==> config.mk <==
export PLATFORM = sky130hd
export DESIGN_NAME = serial_add_sub
export DESIGN_NICKNAME = d
export VERILOG_FILES = /design/src/rtl/serial_add_sub_pkg.sv /design/src/rtl/full_add.sv /design/src/rtl/serial_add_sub.sv
export SDC_FILE = /design/constraint.sdc
export NUM_CORES = 1
export LEC_CHECK = 0
export CAP_MARGIN = 30
export CORE_ASPECT_RATIO = 0.5
export CORE_MARGIN = 4
export CORE_UTILIZATION = 40
export DETAILED_ROUTE_END_ITERATION = 12
export PLACE_DENSITY = 0.67
export REMOVE_ABC_BUFFERS = 1
export SYNTH_ARGS = -nofsm -noshare
export SYNTH_HDL_FRONTEND = slang
export SYNTH_SLANG_ARGS = --single-unit
==> constraint.sdc <==
create_clock -name clk -period 1.4 [get_ports clk]
set_input_delay 0.21 -clock clk [delete_from_list [all_inputs] [get_ports clk]]
set_output_delay 0.21 -clock clk [all_outputs]
set_load 0.02 [all_outputs]
==> src/rtl/serial_add_sub_pkg.sv <==
// Shared definitions for the bit-serial adder/subtractor: state encoding and
// the counter-width helper.
package serial_add_sub_pkg;

    localparam logic [1:0] S_IDLE  = 2'd0;
    localparam logic [1:0] S_SHIFT = 2'd1;
    localparam logic [1:0] S_DONE  = 2'd2;

    typedef enum logic [1:0] {
        StIdle  = S_IDLE,
        StShift = S_SHIFT,
        StDone  = S_DONE
    } state_e;

    function automatic int unsigned cnt_width(input int unsigned width);
        return $clog2(width);
    endfunction

endpackage

==> src/rtl/full_add.sv <==
// Existing 1-bit full-adder cell: sum and carry-out of a, b and carry-in.
module full_add (
    input  logic a,
    input  logic b,
    input  logic cin,
    output logic y,
    output logic carry
);

    assign y     = a ^ b ^ cin;
    assign carry = (a & b) | (a & cin) | (b & cin);

endmodule

==> src/rtl/serial_add_sub.sv <==
// Bit-serial WIDTH-bit adder/subtractor: streams operand bits LSB first through
// one full_add cell with a registered carry, then reports result/cout/ovf.
module serial_add_sub
    import serial_add_sub_pkg::*;
#(
    parameter int unsigned WIDTH = 8
) (
    input  logic             clk,
    input  logic             rst_n,
    input  logic             start_i,
    input  logic             sub_i,
    input  logic [WIDTH-1:0] a_i,
    input  logic [WIDTH-1:0] b_i,
    output logic             busy_o,
    output logic             done_o,
    output logic [WIDTH-1:0] result_o,
    output logic             cout_o,
    output logic             ovf_o
);

    localparam int unsigned      CntW    = cnt_width(WIDTH);
    localparam logic [CntW-1:0] LastCnt = CntW'(WIDTH - 1);

    state_e            state_q, state_d;
    logic [CntW-1:0]   cnt_q, cnt_d;
    logic [WIDTH-1:0]  op_a_q, op_a_d;
    logic [WIDTH-1:0]  op_b_q, op_b_d;
    logic [WIDTH-1:0]  res_q, res_d;
    logic              cy_q, cy_d;
    logic              c_msb_q, c_msb_d;
    logic              done_q, done_d;
    logic              cout_q, cout_d;
    logic              ovf_q, ovf_d;
    logic              fa_y, fa_carry;

    full_add u_full_add (
        .a     (op_a_q[0]),
        .b     (op_b_q[0]),
        .cin   (cy_q),
        .y     (fa_y),
        .carry (fa_carry)
    );

    always_comb begin
        state_d = state_q;
        cnt_d   = cnt_q;
        op_a_d  = op_a_q;
        op_b_d  = op_b_q;
        res_d   = res_q;
        cy_d    = cy_q;
        c_msb_d = c_msb_q;
        done_d  = 1'b0;
        cout_d  = cout_q;
        ovf_d   = ovf_q;

        unique case (state_q)
            StIdle: begin
                if (start_i) begin
                    // Subtraction is a + ~b + 1: invert b and seed the carry with 1.
                    op_a_d  = a_i;
                    op_b_d  = sub_i ? ~b_i : b_i;
                    cy_d    = sub_i;
                    cnt_d   = '0;
                    res_d   = '0;
                    state_d = StShift;
                end
            end
            StShift: begin
                res_d  = {fa_y, res_q[WIDTH-1:1]};
                op_a_d = op_a_q >> 1;
                op_b_d = op_b_q >> 1;
                cy_d   = fa_carry;
                cnt_d  = cnt_q + CntW'(1);
                if (cnt_q == LastCnt) begin
                    c_msb_d = cy_q;
                    state_d = StDone;
                end
            end
            StDone: begin
                done_d  = 1'b1;
                cout_d  = cy_q;
                ovf_d   = cy_q ^ c_msb_q;
                state_d = StIdle;
            end
            default: state_d = StIdle;
        endcase
    end

    always_ff @(posedge clk or negedge rst_n) begin
        if (!rst_n) begin
            state_q <= StIdle;
            cnt_q   <= '0;
            op_a_q  <= '0;
            op_b_q  <= '0;
            res_q   <= '0;
            cy_q    <= 1'b0;
            c_msb_q <= 1'b0;
            done_q  <= 1'b0;
            cout_q  <= 1'b0;
            ovf_q   <= 1'b0;
        end else begin
            state_q <= state_d;
            cnt_q   <= cnt_d;
            op_a_q  <= op_a_d;
            op_b_q  <= op_b_d;
            res_q   <= res_d;
            cy_q    <= cy_d;
            c_msb_q <= c_msb_d;
            done_q  <= done_d;
            cout_q  <= cout_d;
            ovf_q   <= ovf_d;
        end
    end

    assign busy_o   = (state_q == StShift) || (state_q == StDone);
    assign done_o   = done_q;
    assign result_o = res_q;
    assign cout_o   = cout_q;
    assign ovf_o    = ovf_q;

endmodule

* Word-level counts from Yosys, hierarchy flattened
Index checks and enable logic that the tools add are counted.
** Cells by class
- Equality and inequality tests :: 5
- Reduce and logical (&&, ||, !) cells :: 6
- Mux-type cells :: 15
- Bitwise logic cells :: 9
- Add/subtract/negate cells :: 1
** Operators with widths (count)
- 8-bit case mux with 2 select lines :: 3
- 8-bit two-way mux :: 4
- 8-bit inverter :: 1
- 3-bit case mux with 2 select lines :: 1
- 2-bit AND reduction :: 3
- 2-bit two-way mux :: 2
- 2-bit inequality test, second input constant :: 2
- 2-bit case mux with 2 select lines :: 1
- 3-bit by 1-bit adder with 3-bit output, second input constant :: 1
- 1-bit bitwise AND :: 3
- 3-bit equality test, second input constant :: 1
- 3-bit two-way mux :: 1
- 1-bit XOR :: 3
- 2-bit by 1-bit equality test with 1-bit output, second input constant :: 1
- 2-bit equality test, second input constant :: 1
- 2-bit logical NOT :: 1
- 1-bit two-way mux :: 2
- 1-bit bitwise OR :: 2
- 1-bit case mux with 2 select lines :: 1
- 2-bit nonzero test :: 1
- 1-bit logical OR :: 1
** Word-level totals
- Bits of input ports :: 20
- Word-level logic and storage cells :: 46
- Register bits :: 34
- Output and inout bits :: 12

* Depth between registers and ports, before layout
- Depth in word-level cells :: 4
- Depth in mapped cells :: 7
- Mapped depth without buffers :: 5

* Cells and area by module
Synthesis repeated with hierarchy kept, for this count alone.
** Second synthesis, totals
- Cell total of the unflattened synthesis :: 134
- Area total of the unflattened synthesis :: 1580.3 um^2
** By module, submodules not included
- serial_add_sub :: sequential area each 850.8 um^2, instances 1, area an instance 1560.2 um^2, cells an instance 133
- full_add :: sequential area each 0.0 um^2, instances 1, area an instance 20.0 um^2, cells an instance 1

* Worst setup path after synthesis
No wires, ideal clock.
- Kind :: register -> register
- From :: register state_q[0]
- To :: register cy_q
- Buffers on the path :: 1
- Setup slack :: -0.044 ns
- Period minus slack after synthesis :: 1.444 ns
- Required time :: 1.272 ns
- Data arrival time :: 1.316 ns
- Setup time :: 0.128 ns
- Stages on the path, launching flop included :: 6
- Path through :: dfrtp_1 inv_1 ha_1 mux2i_4 buf_2 o21ai_0
** Between the ends
- Cells in the longest elaborated chain, start to end :: 3
- Elaborated cells between the ends (all ways) :: 6
- Those cells by class :: eq/ne: 2; mux: 1; reduce/logical: 3
** Ends and longest elaborated chain
- start: declaration :: line serial_add_sub.sv:24 : state_e state_q, state_d;
- start signal: assignment :: line serial_add_sub.sv:91 : state_q <= StIdle;
- start signal: assignment :: line serial_add_sub.sv:102 : state_q <= state_d;
- 2-bit by 1-bit equality test with 1-bit output or 2-bit logical NOT (tied branches) :: line serial_add_sub.sv:56 : unique case (state_q)
- 2-bit nonzero test (no source line) or 2-bit inequality test (tied branches)
- 2-bit AND reduction (no source line)
- end signal: assignment :: line serial_add_sub.sv:107 : cy_q <= cy_d;
- end: declaration :: line serial_add_sub.sv:29 : logic cy_q, cy_d;
Several ways; a longest one is shown, not always the timed one.
A chain may end at the register's enable or synchronous reset.

* Worst setup path in the final report
- From :: register state_q[1]
- To :: register op_b_q[6]
** Between the ends
- Cells in the longest elaborated chain, start to end :: 3
- Elaborated cells between the ends (all ways) :: 6
- Those cells by class :: eq/ne: 2; mux: 1; reduce/logical: 3
** Ends and longest elaborated chain
- 2-bit by 1-bit equality test with 1-bit output or 2-bit logical NOT (tied branches) :: line serial_add_sub.sv:56
- 2-bit nonzero test (no source line) or 2-bit inequality test (tied branches)
- 2-bit AND reduction (no source line)
- end signal: assignment :: line serial_add_sub.sv:105 : op_b_q <= op_b_d;
- end: declaration :: line serial_add_sub.sv:27 : logic [WIDTH-1:0] op_b_q, op_b_d;
Several ways; a longest one is shown, not always the timed one.

==> impl_metrics.toml <==
[synthesis]
syn_area_um2 = 1582
synth_top_area_share_pct = 53.80
yosysWarningCount = 0
synth_area_leaders = "dfrtp_1, mux2i_1, nand2_1"
syn_inst = 143
synthDistinctLibCells = 21
yosysTopAreaCell = "dfrtp_1"
ys_seq_area_share_pct = 53.80
synth-seq-cells = 34
syn_avg_cell_area_um2 = 11.06

[clock_network]
clock_sinks = 34
numCtsBuffers = 5
clk_latency_ps = 290
path_clk_slew_ps = 80
htreeDepth = 2
clock-root-buffer = "clkbuf_8"
cts.hold.buffers_added = 0
cts_buffer_depth = 2
tritoncts = "built"

[drt]
drc = 0
routed_wl_mm = 3.764
via_per_inst = 4.855
vias = 1204
antenna_left = 0
wl_per_cell_um = 15.18
drt_iter0_markers = 27
firstDrtPassIters = 4

[finish]
layout_commonest_cell = "dfrtp_1"
layout.cells.non_filler = 248
area_growth_syn_to_layout_pct = 59.26
utilization_pct = 69.53
mostFrequentLayoutCells = "dfrtp_1, clkdlybuf4s50_1, mux2i_1"
antenna_cells = 0
layout.nets = 222
drive_gt1_share_pct = 34.01
fillers = 250

[grt]
grt_max_degree = 35
antenna_found_initial = 0
grt_use_total_pct = 14.61
grt_pass1_wl_mm = 5.595
gr-total-overflow = 0
grt_pass1_vias = 1177

[power_and_ir_drop]
p_clk_share_pct = 18.0
swShare_pct = 36.35
p_comb_share_pct = 53.7
intPower_w = 0.003867
powerDensity_nw_per_um2 = 2412
ir_drop_mv = 1.013
leakage_nw = 1.223
seq_power_share_pct = 28.3
power_switching_w = 0.002209

[worst_setup_path]
critPathCaptureType = "register"
cp.arrival_ps = 1690
critical_path.top_delay_family = "buffers and inverters"
critical-path-slowest-cell = "dfrtp_1"
required_ps = 1610
reg2reg_depth = 7
cpPeakStageDelay_ps = 400
criticalPathCategory = "register to register"
path_cells = "inv_2 > ha_4 > mux2i_4 > buf_12 > clkbuf_16 > nand2_2 > o21ai_2"
start_kind = "register"
path_depth = 7
rrSetupSlack_ps = -80
reg2reg_from = "state_q[1]"
crit_path_max_fanout = 6
timing.rr.end = "op_b_q[6]"
worst-path-buf-inv = 3

[floorplanning]
io_pins = 32
dieArea_um2 = 5085
die-width_um = 96.93
die_h_um = 52.46
rows = 15
start_util_pct = 43.66
core_region_area_um2 = 3622

[timing]
report.final.setup_viol = 28
fin_skew_ps = 8.690
fin_ws_ps = -81.97
max-slew-margin-rel_pct = 85.69
grt_setup_unrepaired = "yes"
clock.fmax_ghz = 0.6748
period_share_pct = 105.9
finalHoldViolCount = 0
final-max-slew-violation-count = 0
tightest_slew_ps = 208.6
finalCriticalPeriod_ps = 1482

[status]
status = "finished, violations left"
violations = "negative setup slack"

[place]
gp_congestion = 0.7835
hpwl_mm = 2.118
io_buffers = 31
dp_cells = 229

[flow_run]
drv_cap = 0

[min_path]
holdCritPathClass = "primary input to asynchronous set/reset pin"
[how the worst max path moves through the flow]
| stage | from | endpoint | slack (ps) |
|---|---|---|---|
| global placement | state_q[0] | op_b_q[5] | -60 |
| global route | state_q[1] | op_b_q[6] | -130 |
| finish | state_q[1] | op_b_q[6] | -80 |
| detailed placement | start_i | result_o[4] | -110 |
| CTS | state_q[1] | op_b_q[7] | -50 |
| floorplan | state_q[1] | cy_q | -470 |
[flip-flops by register name, summed over array words and instances (netlist names)]
| register | flops |
|---|---|
| state_q | 2 |
| op_b_q | 8 |
| ovf_o | 1 |
| cout_o | 1 |
| c_msb_q | 1 |
| cnt_q | 3 |
| done_o | 1 |
| result_o | 8 |
| op_a_q | 8 |
| cy_q | 1 |
[power by group through the flow]
stage	combinational (W)	sequential [W]	clock (W)
final	0.00326	0.00172	0.00109
after global routing	0.00352	0.00178	0.00117
after global placement	0.00207	0.00164	0
after CTS	0.00264	0.00164	0.00111
after floorplan	0.00114	0.00173	0
after detailed placement	0.00214	0.00165	0
[per-layer routing]
metal  vias to the layer above  part of all wire (%)  track usage, %
li1                        593                     -               -
met1                       585                    44           17.42
met2                        22                    52           23.74
met3                         4                   3.2           5.046
met4                         0                  0.88           7.925
met5                         -                     0               0
[worst register-to-register path: cells and delay by family, from the launching register on]
family                   cells  cell delay (ps)
multiplexers                 1              270
AO/OA/AOI/OAI                1               60
AND/OR/NAND/NOR              1               50
flip-flops                   1              400
buffers and inverters        3              450
adder cells (fa/ha/maj)      1              170
[final cells by class]
| type | count | area, µm² | area share, % |
|---|---|---|---|
| Multi-Input combinational cell | 94 | 803.3 | 31.89 |
| Sequential cell | 34 | 850.8 | 33.78 |
| Clock inverter | 3 | 68.82 | 2.732 |
| Clock buffer | 5 | 68.82 | 2.732 |
| Tap cell | 51 | 63.81 | 2.534 |
| Inverter | 7 | 27.53 | 1.093 |
| Timing Repair Buffer | 54 | 635.6 | 25.24 |
[kinds of logic (layout without fill, tap and decap cells)]
kind of cell             count (synthesis)  after routing  synth area share (%)
AO/OA/AOI/OAI                           35             35                 13.69
XOR/XNOR                                 9              9                 4.984
buffers and inverters                   15             69                 4.192
flip-flops                              34             34                 53.80
multiplexers                            16             16                 11.00
adder cells (fa/ha/maj)                  6              6                 5.222
AND/OR/NAND/NOR                         28             28                 7.120
[metrics by stage]
stage               hold slack (ps)  setup TNS (ps)  setup WS, ps  power, W  area (µm²)
finish                        287.0           -1197        -81.97  0.006076        2519
global route                  292.1           -2536        -130.5  0.006466        2519
CTS                           287.5          -307.1        -45.02  0.005392        2332
detailed placement            469.5           -2334        -109.3  0.003789        2056
global placement              461.4           -1317        -56.74  0.003707        2056
floorplan                    -85.59          -12580        -468.2  0.002868        1541
[synth_stat cells]
cell type   n
nand2_1    24
a21oi_1     5
dfrtp_1    34
inv_1       6
xor2_1      7
mux2i_1    14
fa_1        1
inv_2       1
ha_1        5
clkbuf_2    1
xnor2_1     2
nor2_1      1
mux2i_4     1
a22o_1      9
and2_1      1
mux2_2      1
o21ai_0    17
buf_2       7
o21ai_1     3
nand2b_1    2
o31ai_2     1
[what timing repair did]
item,in CTS,in global routing
cloned,3,3
buffers inserted,4,1
resized for setup,32,45
pin swaps,9,13
endpoints found under the setup margin,40,29
Power figures use the tool's default switching activity.
